**src/rtl/hyper_pkg.sv**
```systemverilog
// Shared types and defaults for the hyper event router.
package hyper_pkg;

    typedef enum logic {
        DIR_WRITE = 1'b0,
        DIR_READ  = 1'b1
    } dir_e;

    localparam int unsigned HYPER_NB_CH      = 2;
    localparam int unsigned HYPER_FIFO_DEPTH = 4;

endpackage

```
**src/rtl/udma_hyper_dir_queue.sv**
```systemverilog
// One channel: in-order direction queue, up to two pushes (WRITE then READ)
// and one pop per cycle, with registered done pulses and sticky error flags.
module udma_hyper_dir_queue
    import hyper_pkg::*;
#(
    parameter  int unsigned DEPTH = HYPER_FIFO_DEPTH,
    localparam int unsigned AW    = $clog2(DEPTH),
    localparam int unsigned CW    = $clog2(DEPTH + 1)
) (
    input  logic          clk_i,
    input  logic          rstn_i,
    input  logic          tx_i,
    input  logic          rx_i,
    input  logic          eot_i,
    input  logic          clr_i,
    output logic          rd_done_o,
    output logic          wr_done_o,
    output logic [CW-1:0] count_o,
    output logic          ovf_o,
    output logic          unexp_o
);

    dir_e          mem_q [DEPTH];
    dir_e          mem_d [DEPTH];
    logic [AW-1:0] wr_ptr_q, wr_ptr_d;
    logic [AW-1:0] rd_ptr_q, rd_ptr_d;
    logic [CW-1:0] count_q, count_d;
    logic          ovf_q, ovf_d;
    logic          unexp_q, unexp_d;
    logic          rd_done_q, rd_done_d;
    logic          wr_done_q, wr_done_d;

    logic          pop;
    logic [CW:0]   free_slots;
    logic [1:0]    n_req;
    logic [1:0]    n_acc;
    dir_e          first_dir;

    always_comb begin
        pop        = eot_i && (count_q != '0);
        // A pop in the same cycle frees a slot for an incoming push.
        free_slots = (CW+1)'(DEPTH) - {1'b0, count_q} + (CW+1)'(pop);
        n_req      = {1'b0, tx_i} + {1'b0, rx_i};
        n_acc      = ((CW+1)'(n_req) > free_slots) ? free_slots[1:0] : n_req;
        first_dir  = tx_i ? DIR_WRITE : DIR_READ;

        mem_d = mem_q;
        if (n_acc != 2'd0) mem_d[wr_ptr_q]         = first_dir;
        if (n_acc == 2'd2) mem_d[wr_ptr_q + 1'b1]  = DIR_READ;

        wr_ptr_d  = wr_ptr_q + AW'(n_acc);
        rd_ptr_d  = rd_ptr_q + AW'(pop);
        count_d   = count_q + CW'(n_acc) - CW'(pop);
        ovf_d     = ovf_q | (n_req != n_acc);
        unexp_d   = unexp_q | (eot_i && (count_q == '0));
        rd_done_d = pop && (mem_q[rd_ptr_q] == DIR_READ);
        wr_done_d = pop && (mem_q[rd_ptr_q] == DIR_WRITE);

        // Flush beats every push/pop of the same cycle, including its done pulse.
        if (clr_i) begin
            wr_ptr_d  = '0;
            rd_ptr_d  = '0;
            count_d   = '0;
            ovf_d     = 1'b0;
            unexp_d   = 1'b0;
            rd_done_d = 1'b0;
            wr_done_d = 1'b0;
        end
    end

    always_ff @(posedge clk_i) begin
        if (!rstn_i) begin
            wr_ptr_q  <= '0;
            rd_ptr_q  <= '0;
            count_q   <= '0;
            ovf_q     <= 1'b0;
            unexp_q   <= 1'b0;
            rd_done_q <= 1'b0;
            wr_done_q <= 1'b0;
        end else begin
            wr_ptr_q  <= wr_ptr_d;
            rd_ptr_q  <= rd_ptr_d;
            count_q   <= count_d;
            ovf_q     <= ovf_d;
            unexp_q   <= unexp_d;
            rd_done_q <= rd_done_d;
            wr_done_q <= wr_done_d;
        end
    end

    // Storage is never read beyond count_q, so it carries no reset.
    always_ff @(posedge clk_i) begin
        mem_q <= mem_d;
    end

    assign rd_done_o = rd_done_q;
    assign wr_done_o = wr_done_q;
    assign count_o   = count_q;
    assign ovf_o     = ovf_q;
    assign unexp_o   = unexp_q;

endmodule

```
**src/rtl/udma_hyper_evt_router.sv**
```systemverilog
// Routes uDMA launch / hyper end-of-transfer events per channel into
// read-done and write-done pulses, one independent queue per channel.
module udma_hyper_evt_router
    import hyper_pkg::*;
#(
    parameter  int unsigned NB_CH      = HYPER_NB_CH,
    parameter  int unsigned FIFO_DEPTH = HYPER_FIFO_DEPTH,
    localparam int unsigned CW         = $clog2(FIFO_DEPTH + 1)
) (
    input  logic                      sys_clk_i,
    input  logic                      rstn_i,
    input  logic [NB_CH-1:0]          rx_evt_i,
    input  logic [NB_CH-1:0]          tx_evt_i,
    input  logic [NB_CH-1:0]          eot_i,
    input  logic [NB_CH-1:0]          clr_i,
    output logic [NB_CH-1:0]          rd_done_o,
    output logic [NB_CH-1:0]          wr_done_o,
    output logic [NB_CH-1:0][CW-1:0]  count_o,
    output logic [NB_CH-1:0]          ovf_o,
    output logic [NB_CH-1:0]          unexp_o
);

    for (genvar ch = 0; ch < NB_CH; ch++) begin : g_ch
        udma_hyper_dir_queue #(
            .DEPTH (FIFO_DEPTH)
        ) u_queue (
            .clk_i     (sys_clk_i),
            .rstn_i    (rstn_i),
            .tx_i      (tx_evt_i[ch]),
            .rx_i      (rx_evt_i[ch]),
            .eot_i     (eot_i[ch]),
            .clr_i     (clr_i[ch]),
            .rd_done_o (rd_done_o[ch]),
            .wr_done_o (wr_done_o[ch]),
            .count_o   (count_o[ch]),
            .ovf_o     (ovf_o[ch]),
            .unexp_o   (unexp_o[ch])
        );
    end

endmodule
```
**config.mk**
```make
export PLATFORM = sky130hd
export DESIGN_NAME = udma_hyper_evt_router
export DESIGN_NICKNAME = d
export VERILOG_FILES = /design/src/rtl/hyper_pkg.sv /design/src/rtl/udma_hyper_dir_queue.sv /design/src/rtl/udma_hyper_evt_router.sv
export SDC_FILE = /design/constraint.sdc
export NUM_CORES = 1
export LEC_CHECK = 0
export CAP_MARGIN = 20
export CELL_PAD_IN_SITES_DETAIL_PLACEMENT = 2
export CELL_PAD_IN_SITES_GLOBAL_PLACEMENT = 2
export CORE_UTILIZATION = 29
export DETAILED_ROUTE_END_ITERATION = 12
export PLACE_DENSITY = 0.72
export SYNTH_ARGS = -nofsm -noshare
export SYNTH_HDL_FRONTEND = slang
export SYNTH_SLANG_ARGS = --single-unit
export TNS_END_PERCENT = 20
```
**constraint.sdc**
```tcl
create_clock -name sys_clk_i -period 3.4 [get_ports sys_clk_i]
set_input_delay 0.51 -clock sys_clk_i [delete_from_list [all_inputs] [get_ports sys_clk_i]]
set_output_delay 0.51 -clock sys_clk_i [all_outputs]
set_load 0.05 [all_outputs]
```
# --- After elaboration in Yosys (flattened, before gate mapping) ---
# Index checks and enable logic that the tools add are counted.
totals:
  reg_bits: 30
  latch_bits: 0
  mem_bits_rw: 0
  mem_bits_ro: 0
  input_bits: 10
  word_cells: 113
  mem_count: 0
classes:
  add_sub_neg: 16
  n_mul: 0
  n_div: 0
  magnitude_cmp: 12
  eq_ne: 4
  shift: 0
  n_mux: 24
  n_bitwise: 15
  n_reduce_logical: 20
ops:
  columns: ["operator", "count"]
  rows:
  - ["$ge A3 B3 Y1 const B", 6]
  - ["$not A2 Y3", 6]
  - ["$mux W4", 4]
  - ["$logic_and A1 B1 Y1", 12]
  - ["$lt A3 B1 Y1 const B", 4]
  - ["$mux W1", 10]
  - ["$add A4 B1 Y4", 2]
  - ["$bwmux W4", 2]
  - ["$demux W1 S2", 4]
  - ["$gt A2 B4 Y1", 2]
  - ["$or A4 B4 Y4", 2]
  - ["$sub A3 B3 Y4 const A", 2]
  - ["$add A3 B2 Y3", 2]
  - ["$logic_not A3 Y1", 2]
  - ["$reduce_bool A3 Y1", 2]
  - ["$sub A3 B1 Y3", 2]
  - ["$add A1 B1 Y2", 2]
  - ["$add A2 B1 Y2", 2]
  - ["$add A2 B1 Y2 const B", 2]
  - ["$add A2 B2 Y2", 2]
  - ["$bmux W1 S2", 2]
  - ["$eq A2 B2 Y1 const B", 2]
  - ["$mux W2", 2]
  - ["$ne A2 B2 Y1", 2]
  - ["4 further kinds", 11]

# --- Longest topological paths before layout ---
# Gate-level depths: netlist of run 1.
logic_depth:
  word_depth: 9
  depth_mapped: 18
  depth_no_buf: 17

# --- Hierarchy ---
# From an unflattened synthesis of run 1, not the netlist that was laid out.
hier_totals:
  hier_cells: 221
  hier_area_um2: 1984.4
by_module_without_submodules:
  columns: ["module", "instances", "cells_each", "area_each_um2", "seq_area_each_um2"]
  rows:
  - ["udma_hyper_dir_queue (g_ch[0].u_queue)", 1, 111, 994.7, 300.3]
  - ["udma_hyper_dir_queue (g_ch[1].u_queue)", 1, 110, 989.7, 300.3]

# --- Least setup slack after synthesis of run 1 ---
# OpenSTA, ideal clock, no wires.
synth_path:
  kind: "reg-to-reg"
  startpoint: "register g_ch[0].u_queue.count_q[2]"
  endpoint: "register g_ch[0].u_queue.count_q[2]"
  setup_ns: 0.120
  t_arrival_ns: 3.403
  required_ns: 3.280
  setup_slack_ns: -0.122
  stages_incl_launch_ff: 18
  n_path_buf: 1
  period_less_slack_ns: 3.522
  cell_sequence: "dfxtp_1 > nor3_1 > nand2b_1 > inv_1 > ha_1 > inv_1 > ha_1 > or2_1 > clkbuf_1 > nor2_1 > a21oi_1 > o31ai_1 > ha_1 > inv_1 > fa_1 > xnor2_1 > xnor2_1 > nor2_1"
synth_between:
  elab_chain_len: 7
  elab_cells_between_ends: 8
synth_lines:
  columns: ["item", "line_no", "text"]
  rows:
  - ["start, declared", "udma_hyper_dir_queue.sv:27", "logic [CW-1:0] count_q, count_d;"]
  - ["start signal, assigned", "udma_hyper_dir_queue.sv:83", "count_q <= count_d;"]
  - ["parallel branches: the longest is 6 deep, another holds $sub A3 B3 Y4", null, null]
  - ["$sub A3 B1 Y3 *", "udma_hyper_dir_queue.sv:53", "count_d = count_q + CW'(n_acc) - CW'(pop);"]
# Every way passes the cells marked *.
# A chain may end at the register's enable or synchronous reset.

# --- Final worst setup path of run 1 ---
layout_path:
  startpoint: "input eot_i[1]"
  endpoint: "register g_ch[1].u_queue.count_q[2]"
layout_between:
  elab_chain_len: 6
layout_lines:
  columns: ["item", "line_no", "text"]
  rows:
  - ["start, declared", "udma_hyper_evt_router.sv:14", "input logic [NB_CH-1:0] eot_i,"]
  - ["$logic_and A1 B1 Y1 *", "udma_hyper_dir_queue.sv:40", "pop = eot_i && (count_q != '0);"]
  - ["$add A4 B1 Y4", "udma_hyper_dir_queue.sv:42", "free_slots = (CW+1)'(DEPTH) - {1'b0, count_q} + (CW+1)'(pop);"]
  - ["$gt A2 B4 Y1", "udma_hyper_dir_queue.sv:44", "n_acc = ((CW+1)'(n_req) > free_slots) ? free_slots[1:0] : n_req;"]
  - ["$mux W2", "udma_hyper_dir_queue.sv:44", null]
  - ["$add A3 B2 Y3", "udma_hyper_dir_queue.sv:53", null]
  - ["$sub A3 B1 Y3 *", "udma_hyper_dir_queue.sv:53", null]
  - ["end signal, assigned", "udma_hyper_dir_queue.sv:83", null]
  - ["end, declared", "udma_hyper_dir_queue.sv:27", null]
# Mark *: on every way between the ends. The rest lies on a longest branch, timed or not.

==> flow_metrics.py, run 1 <==
metrics = {
    "sta": {
        "setup_slack_ns": 0.100,
        "tightest_slew_ns": 0.570,
        "finalCritPeriodShare_pct": 97.1,
        "setup_repair_after_global_routing_missed_its_margin": "yes",
        "setup_viol_count_final": 0,
        "final_period_minus_worst_setup_slack_ns": 3.30,
        "max_clock_freq_mhz": 303,
        "max-slew-margin-rel_pct": 61.8,
        "drv_slew": 0,
        "fin_worst_skew_ns": 0.00283,
        "hold_fails_final_rpt": 0,
    },
    "finish": {
        "post_route_cells_drive_above_1_share_pct": 26.0,
        "antenna-diode-count": 0,
        "final_net_count": 296,
        "area_delta_synth_final_pct": 34.2,
    },
    "floorplan": {
        "io-pin-count": 24,
        "fp.dieW_um": 84.8,
        "die_area_um2": 7190,
        "coreArea_um2": 6490,
        "fp.dieH_um": 84.8,
        "std_cell_rows": 29,
        "initial_utilization_pct": 30.6,
    },
    "cts": {
        "cts_hold_repair.buffers": 0,
        "ctsHtreeMaxLevel": 2,
        "clk_latency_ns": 0.28,
        "cts-buffers-inserted": 5,
        "tritoncts": "yes",
        "worst_setup_hold_path_clk_slew_ns": 0.07,
        "cts-root-buf": "sky130_fd_sc_hd__clkbuf_8",
        "cts_buffer_depth": 2,
        "cts_num_sinks": 30,
    },
    "grt": {
        "grt_remaining_overflow": 0,
        "pin_count_of_the_biggest_net_entering_global_routing": 14,
        "grt_antenna_before_repair": 0,
        "wire_length_of_the_first_global_routing_pass_um": 9560,
        "grt_pass1_vias": 1861,
        "grtUsageTotal_pct": 17.1,
    },
    "critical_path": {
        "timing.critical_path.cells": "clkdlybuf4s50_1, nand2b_1, inv_1, ha_1, inv_1, ha_2, o21ai_2, a21oi_4, o21ai_2, o31ai_4, ha_1, inv_1, fa_1, xnor2_2, xnor2_1, nor2_1",
        "crit_path_max_incr_delay_ns": 0.42,
        "cpLargestDelayFamily": "adder cells",
        "timing.setup.critical_path_class": "in -> reg",
        "cp.arrival_ns": 3.46,
        "timing.critical_path.to_type": "flop",
        "crit_path_max_fanout": 5,
        "worst_setup_path_start_kind": "input port",
        "critical-path-top-cell-by-count": "sky130_fd_sc_hd__inv_1",
        "critPathBufInv": 4,
        "critPathSlowestCell": "sky130_fd_sc_hd__clkdlybuf4s50_1",
        "critical_path_required_ns": 3.56,
    },
    "power": {
        "power.share.combinational_pct": 71.7,
        "static-leakage-power_nw": 1.07,
        "power.switching_fraction_pct": 46.8,
        "power.total_mw": 3.08,
        "seq_power_share_pct": 18.4,
        "power_per_cell_area_nw_per_um2": 1150,
        "internal-power_mw": 1.64,
        "vdd_drop_max_mv": 0.283,
        "clock_power_share_pct": 10.0,
        "p_switching_mw": 1.44,
    },
    "synthesis": {
        "yosys_register_bits": 30,
        "synth-warning-count": 0,
        "yosys.area.top_type_share_pct": 30.2,
        "asyncSetResetFlopFracSynth_pct": 0,
        "most_area_hungry_cell_type_in_the_yosys_netlist": "sky130_fd_sc_hd__dfxtp_1",
        "syn-cell-area_um2": 1990,
        "synth_flop_cell": "sky130_fd_sc_hd__dfxtp_1",
        "synth_area_leaders": "sky130_fd_sc_hd__dfxtp_1, sky130_fd_sc_hd__ha_1, sky130_fd_sc_hd__xnor2_1, sky130_fd_sc_hd__nor2_1, sky130_fd_sc_hd__inv_1",
        "synth_cells": 217,
        "postSynthAreaPerCell_um2": 9.16,
        "seq_area_frac_synth_pct": 30.2,
        "syn_nets": 245,
        "synth_cell_types": 52,
        "count_of_flip_flops_with_a_built_in_enable_after_synthesis": 0,
    },
    "routing": {
        "routed-via-count": 1788,
        "route.detailed.wl_per_inst_um": 17.6,
        "postRouteWirelength_um": 6090,
        "detail_route.iter0.violations": 55,
        "detail_route.drc_violations": 2,
        "vias_per_cell": 5.17,
        "drtAntennaViolNets": 0,
        "length_of_the_first_detailed_routing_pass_in_iterations": 10,
    },
    "placed_design": {
        "placement.setup.worst_slack_ns": -0.252,
        "place.gp.congestion": 0.783,
        "buffer_ports.inserted": 23,
        "estimated_wirelength_of_the_detail_placed_design_um": 4500,
    },
    "worst_hold_path": {
        "timing.hold.worst.class": "reg -> reg",
    },
    "run_status": {
        "violations_in_the_final_reports": "design-rule violations",
        "outcome": "finished, violations left",
    },
    "run": {
        "max-cap-violations": 0,
    },
}
-- cells by family (layout without fill, tap and decap cells) --
family / count (synthesis) / after routing / synth area share, %
XOR/XNOR: 14 / 14 / 6.17
adder cells (fa/ha/maj): 18 / 18 / 12.1
flip-flops: 30 / 30 / 30.2
buffers and inverters: 30 / 82 / 7.24
multiplexers: 4 / 4 / 3.27
AND/OR/NAND/NOR: 76 / 76 / 22.2
AO/OA/AOI/OAI: 45 / 45 / 18.9
-- through the flow --
| step | hold WS (ns) | cell area [µm²] | utilization [%] | TNS, ns | std cells |
|---|---|---|---|---|---|
| global placement | 0.454 | 2480 | 38.2 | -0.384 | 336 |
| floorplan | 0.438 | 1990 | - | -0.0279 | 217 |
| detailed placement | 0.462 | 2480 | 38.2 | -0.750 | 336 |
| finish | 0.472 | 2670 | 41.1 | 0 | 346 |
| CTS | 0.479 | 2570 | 39.6 | 0 | 344 |
| global route | 0.492 | 2670 | 41.1 | -0.172 | 346 |
-- routing by layer --
metal	vias up	wire [µm]	global-route usage, %
met5	-	0	0
li1	867	-	-
met3	4	119	2.65
met2	23	3090	29.0
met4	0	57	5.08
met1	894	2820	22.4
-- cell usage after synthesis, types with 2 or more instances --
cell / n
sky130_fd_sc_hd__dfxtp_1: 30
sky130_fd_sc_hd__nor2_1: 22
sky130_fd_sc_hd__inv_1: 17
sky130_fd_sc_hd__ha_1: 16
sky130_fd_sc_hd__xnor2_1: 13
sky130_fd_sc_hd__a21oi_1: 10
sky130_fd_sc_hd__nor3_1: 9
sky130_fd_sc_hd__and2_1: 8
sky130_fd_sc_hd__buf_4: 8
sky130_fd_sc_hd__nand2_1: 8
sky130_fd_sc_hd__o21ai_0: 6
sky130_fd_sc_hd__clkbuf_1: 4
sky130_fd_sc_hd__nand2b_1: 4
sky130_fd_sc_hd__o211ai_1: 4
sky130_fd_sc_hd__nand4bb_1: 3
sky130_fd_sc_hd__nor2b_1: 3
sky130_fd_sc_hd__a211oi_1: 2
sky130_fd_sc_hd__a211oi_2: 2
sky130_fd_sc_hd__a21o_1: 2
sky130_fd_sc_hd__a221oi_1: 2
sky130_fd_sc_hd__a31oi_1: 2
sky130_fd_sc_hd__and3_1: 2
sky130_fd_sc_hd__and4b_1: 2
sky130_fd_sc_hd__fa_1: 2
sky130_fd_sc_hd__mux2i_1: 2
sky130_fd_sc_hd__mux4_2: 2
sky130_fd_sc_hd__nand3_1: 2
sky130_fd_sc_hd__nand3b_1: 2
sky130_fd_sc_hd__nor4_2: 2
sky130_fd_sc_hd__o21ai_1: 2
sky130_fd_sc_hd__o31ai_1: 2
sky130_fd_sc_hd__or2_1: 2
-- state kept, by name, summed over array words and instances (netlist names) --
signal and cells:
g_ch.u_queue.rd_ptr_q 4, g_ch.u_queue.wr_ptr_q 4, g_ch.u_queue.ovf_o 2, g_ch.u_queue.mem_q 8, g_ch.u_queue.count_o 6, g_ch.u_queue.wr_done_o 2, g_ch.u_queue.rd_done_o 2, g_ch.u_queue.unexp_o 2
-- final timing paths --
kind	startpoint	end	slack, ns	cells past startpoint
max reg2reg	g_ch[1].u_queue.count_o[2]$_SDFF_PP0_	g_ch[1].u_queue.count_o[2]$_SDFF_PP0_	0.15	16
min reg2reg	g_ch[0].u_queue.ovf_o$_SDFF_PP0_	g_ch[0].u_queue.ovf_o$_SDFF_PP0_	0.47	1
max	eot_i[1]	g_ch[1].u_queue.count_o[2]$_SDFF_PP0_	0.10	16
min	g_ch[0].u_queue.ovf_o$_SDFF_PP0_	g_ch[0].u_queue.ovf_o$_SDFF_PP0_	0.47	1
-- power groups by stage --
stage                     Combinational, mW  Sequential [mW]  Clock, mW
after floorplan                        1.17            0.638          0
after global placement                 1.89            0.558          0
after detailed placement               1.97            0.565          0
after CTS                              1.99            0.558      0.318
after global routing                   2.42            0.579      0.332
final                                  2.20            0.565      0.307
-- layout by cell type (no fill, tap or decap), types with 8 or more instances in the layout --
master and instances:
sky130_fd_sc_hd__a21oi_1 10, sky130_fd_sc_hd__ha_1 15, sky130_fd_sc_hd__xnor2_1 12, sky130_fd_sc_hd__nor2_1 22, sky130_fd_sc_hd__nand2_1 8, sky130_fd_sc_hd__and2_1 8, sky130_fd_sc_hd__clkdlybuf4s50_1 22, sky130_fd_sc_hd__buf_4 34
sky130_fd_sc_hd__inv_1 17, sky130_fd_sc_hd__dfxtp_1 27
-- final cells by class --
| cell class | instances | area (µm²) |
|---|---|---|
| fillers | 702 | 3830 |
| multi-input cells | 157 | 1320 |
| flip-flops and latches | 30 | 604 |
| repair buffers | 57 | 488 |
| well taps | 77 | 96.3 |
| clock buffers | 6 | 82.6 |
| inverters | 17 | 63.8 |
| clock inverters | 2 | 12.5 |
-- what timing repair did --
action / in CTS / in global routing
setup buffers: 0 / 2
resized for setup: 0 / 15
setup endpoints to repair: 0 / 5
No activity file was read; power rests on OpenSTA's default activity.
==> inputs of run 2 (changes only) <==
CORE_UTILIZATION = 31   (was 29)
PLACE_DENSITY = 0.76   (was 0.72)
==> run 2 against run 1 <==
Net effect:
- critical endpoint is now g_ch[0].u_queue.count_o[2]$_SDFF_PP0_
- the run now ends clean
- largest power group unchanged
- die area down 6.3%
- total power up 9.6%
- sequential power up 3%
- fmax down 2.3%
- core utilization up 4.6 points
- critical path depth unchanged
- count of clock-buffer cells in the layout unchanged
- hold slack better by 0.037 ns
- cell count up 0.58%
- clock power up 4%
- register-to-register slack worse by 0.13 ns
==> flow_metrics.py, run 2 (synthesized netlist as in run 1, its figures left out) <==
metrics = {
    "critical_path": {
        "reg2reg_setup_slack_ns": 0.02,
        "crit_path_max_fanout": 5,
        "critical_path_required_ns": 3.57,
        "cp-startpoint": "g_ch[0].u_queue.count_o[2]$_SDFF_PP0_",
        "crit_path_to": "g_ch[0].u_queue.count_o[2]$_SDFF_PP0_",
        "timing.critical_path.to_type": "flop",
        "cp.arrival_ns": 3.55,
        "crit-reg2reg-capture": "g_ch[0].u_queue.count_o[2]$_SDFF_PP0_",
        "worst_r2r_path_depth": 16,
        "timing.critical_path.cells": "nor3_4, nand2b_4, inv_1, ha_4, inv_1, ha_1, or2_4, nor2_2, a21oi_1, o31ai_2, ha_2, inv_1, fa_2, xnor2_2, xnor2_1, nor2_1",
        "worst_setup_path_start_kind": "flop",
        "critPathBufInv": 3,
        "timing.setup.critical_path_class": "reg -> reg",
        "critical-path-top-cell-by-count": "sky130_fd_sc_hd__inv_1",
        "cpLargestDelayFamily": "adder cells",
        "crit_path_max_incr_delay_ns": 0.38,
        "path_length_in_cells_of_the_critical_path": 16,
        "critPathSlowestCell": "sky130_fd_sc_hd__dfxtp_4",
        "worst_r2r_startpoint": "g_ch[0].u_queue.count_o[2]$_SDFF_PP0_",
    },
    "routing": {
        "postRouteWirelength_um": 7510,
        "detail_route.iter0.violations": 29,
        "routed-via-count": 1850,
        "route.detailed.wl_per_inst_um": 21.6,
        "detail_route.drc_violations": 0,
        "length_of_the_first_detailed_routing_pass_in_iterations": 4,
        "drtAntennaViolNets": 0,
        "vias_per_cell": 5.32,
    },
    "finish": {
        "final-seq-area_um2": 607,
        "final_area_um2": 2770,
        "final_net_count": 300,
        "antenna-diode-count": 0,
        "max_flop_register": "g_ch.u_queue.mem_q",
        "post_route_cells_drive_above_1_share_pct": 31.1,
        "fill_cells": 657,
        "final_common_cell": "sky130_fd_sc_hd__buf_4",
        "final_cell_mix": "sky130_fd_sc_hd__buf_4, sky130_fd_sc_hd__dfxtp_1, sky130_fd_sc_hd__clkdlybuf4s50_1",
        "area_delta_synth_final_pct": 39.4,
        "largest_register_ffs": 8,
        "multi_input_area_um2": 1390,
    },
    "grt": {
        "grtUsageTotal_pct": 21.9,
        "wire_length_of_the_first_global_routing_pass_um": 10400,
        "pin_count_of_the_biggest_net_entering_global_routing": 14,
        "grt_remaining_overflow": 0,
        "grt_antenna_before_repair": 0,
        "grt_pass1_vias": 2036,
    },
    "cts": {
        "cts-root-buf": "sky130_fd_sc_hd__clkbuf_8",
        "tritoncts": "yes",
        "worst_setup_hold_path_clk_slew_ns": 0.07,
        "clk_latency_ns": 0.30,
        "ctsHtreeMaxLevel": 2,
        "cts-buffers-inserted": 5,
        "cts_num_sinks": 30,
        "cts_buffer_depth": 2,
    },
    "run_status": {
        "outcome": "finished, final reports clean",
    },
    "placed_design": {
        "estimated_wirelength_of_the_detail_placed_design_um": 4790,
        "buffer_ports.inserted": 23,
        "place.gp.congestion": 0.828,
        "dpl_cell_area_um2": 2490,
    },
    "floorplan": {
        "coreArea_um2": 6060,
        "initial_utilization_pct": 32.8,
        "std_cell_rows": 28,
        "die_area_um2": 6740,
        "fp.dieW_um": 82.1,
        "fp.dieH_um": 82.1,
        "io-pin-count": 24,
    },
    "sta": {
        "tightest_slew_ns": 0.572,
        "setup-tns-final_ns": 0,
        "setup_viol_count_final": 0,
        "final_period_minus_worst_setup_slack_ns": 3.38,
        "fin_worst_skew_ns": 0.00180,
        "drv_slew": 0,
        "finalCritPeriodShare_pct": 99.3,
        "hold_fails_final_rpt": 0,
        "max_clock_freq_mhz": 296,
        "max-slew-margin-rel_pct": 61.8,
    },
    "power": {
        "static-leakage-power_nw": 1.10,
        "power_per_cell_area_nw_per_um2": 1220,
        "vdd_drop_max_mv": 0.490,
    },
    "worst_hold_path": {
        "timing.hold.worst.class": "reg -> reg",
    },
    "run": {
        "max-cap-violations": 0,
    },
}
## run 2: how the worst min path moves through the flow
| stage | slack (ns) | start | depth (start not counted) | to |
|---|---|---|---|---|
| after floorplan | 0.44 | g_ch[0].u_queue.unexp_o$_SDFF_PP0_ | 2 | g_ch[0].u_queue.unexp_o$_SDFF_PP0_ |
| after CTS | 0.50 | g_ch[0].u_queue.unexp_o$_SDFF_PP0_ | 2 | g_ch[0].u_queue.unexp_o$_SDFF_PP0_ |
| after detailed placement | 0.47 | g_ch[0].u_queue.ovf_o$_SDFF_PP0_ | 1 | g_ch[0].u_queue.ovf_o$_SDFF_PP0_ |
| final | 0.51 | g_ch[0].u_queue.unexp_o$_SDFF_PP0_ | 2 | g_ch[0].u_queue.unexp_o$_SDFF_PP0_ |
| after global routing | 0.54 | g_ch[0].u_queue.unexp_o$_SDFF_PP0_ | 2 | g_ch[0].u_queue.unexp_o$_SDFF_PP0_ |
| after global placement | 0.45 | g_ch[0].u_queue.ovf_o$_SDFF_PP0_ | 1 | g_ch[0].u_queue.ovf_o$_SDFF_PP0_ |
## run 2: repair_timing
item                                    CTS  global route
endpoints found under the setup margin    5             5
gates resized for setup                  13            19
hold buffers                              0             0
pin swaps                                 4             8
setup buffers                             1             3
gates cloned                              0             0
## run 2: cell type report
class / count / share of cell area [%]
sequential: 30 / 21.9
tap: 75 / 3.39
timing repair buffer: 61 / 18.7
multi-input combinational: 157 / 50.3
inverter: 17 / 2.30
clock buffer: 6 / 2.98
clock inverter: 2 / 0.451
## run 2: routing by layer
metal	global-route usage (%)	vias up	share of wire (%)
met1	23.4	924	44
li1	-	876	-
met4	11.8	0	2.5
met3	4.00	17	1.7
met2	40.3	33	52
met5	0	-	0
## run 2: tightest hold or removal path, stage by stage, from the launching register on
cell and delay (ns):
sky130_fd_sc_hd__dfxtp_1 0.35, sky130_fd_sc_hd__a21oi_1 0.05, sky130_fd_sc_hd__nor2_1 0.08
## run 2: stage by stage
stage               hold WS (ns)  setup WS [ns]  utilization (%)  instances  power, mW
global route               0.543        -0.0657             45.7        348       3.56
global placement           0.446         -0.238             41.1        336       2.45
finish                     0.509         0.0223             45.7        348       3.37
detailed placement         0.473         -0.364             41.1        336       2.57
CTS                        0.497       -0.00306             44.0        345       3.08
floorplan                  0.438        -0.0279                -        217       1.81
## run 2: power by group
group	leakage, nW	switching (mW)	internal (mW)
clock network	0.0472	0.157	0.163
logic	0.807	1.34	1.14
registers	0.247	0.128	0.453
total	1.10	1.62	1.75
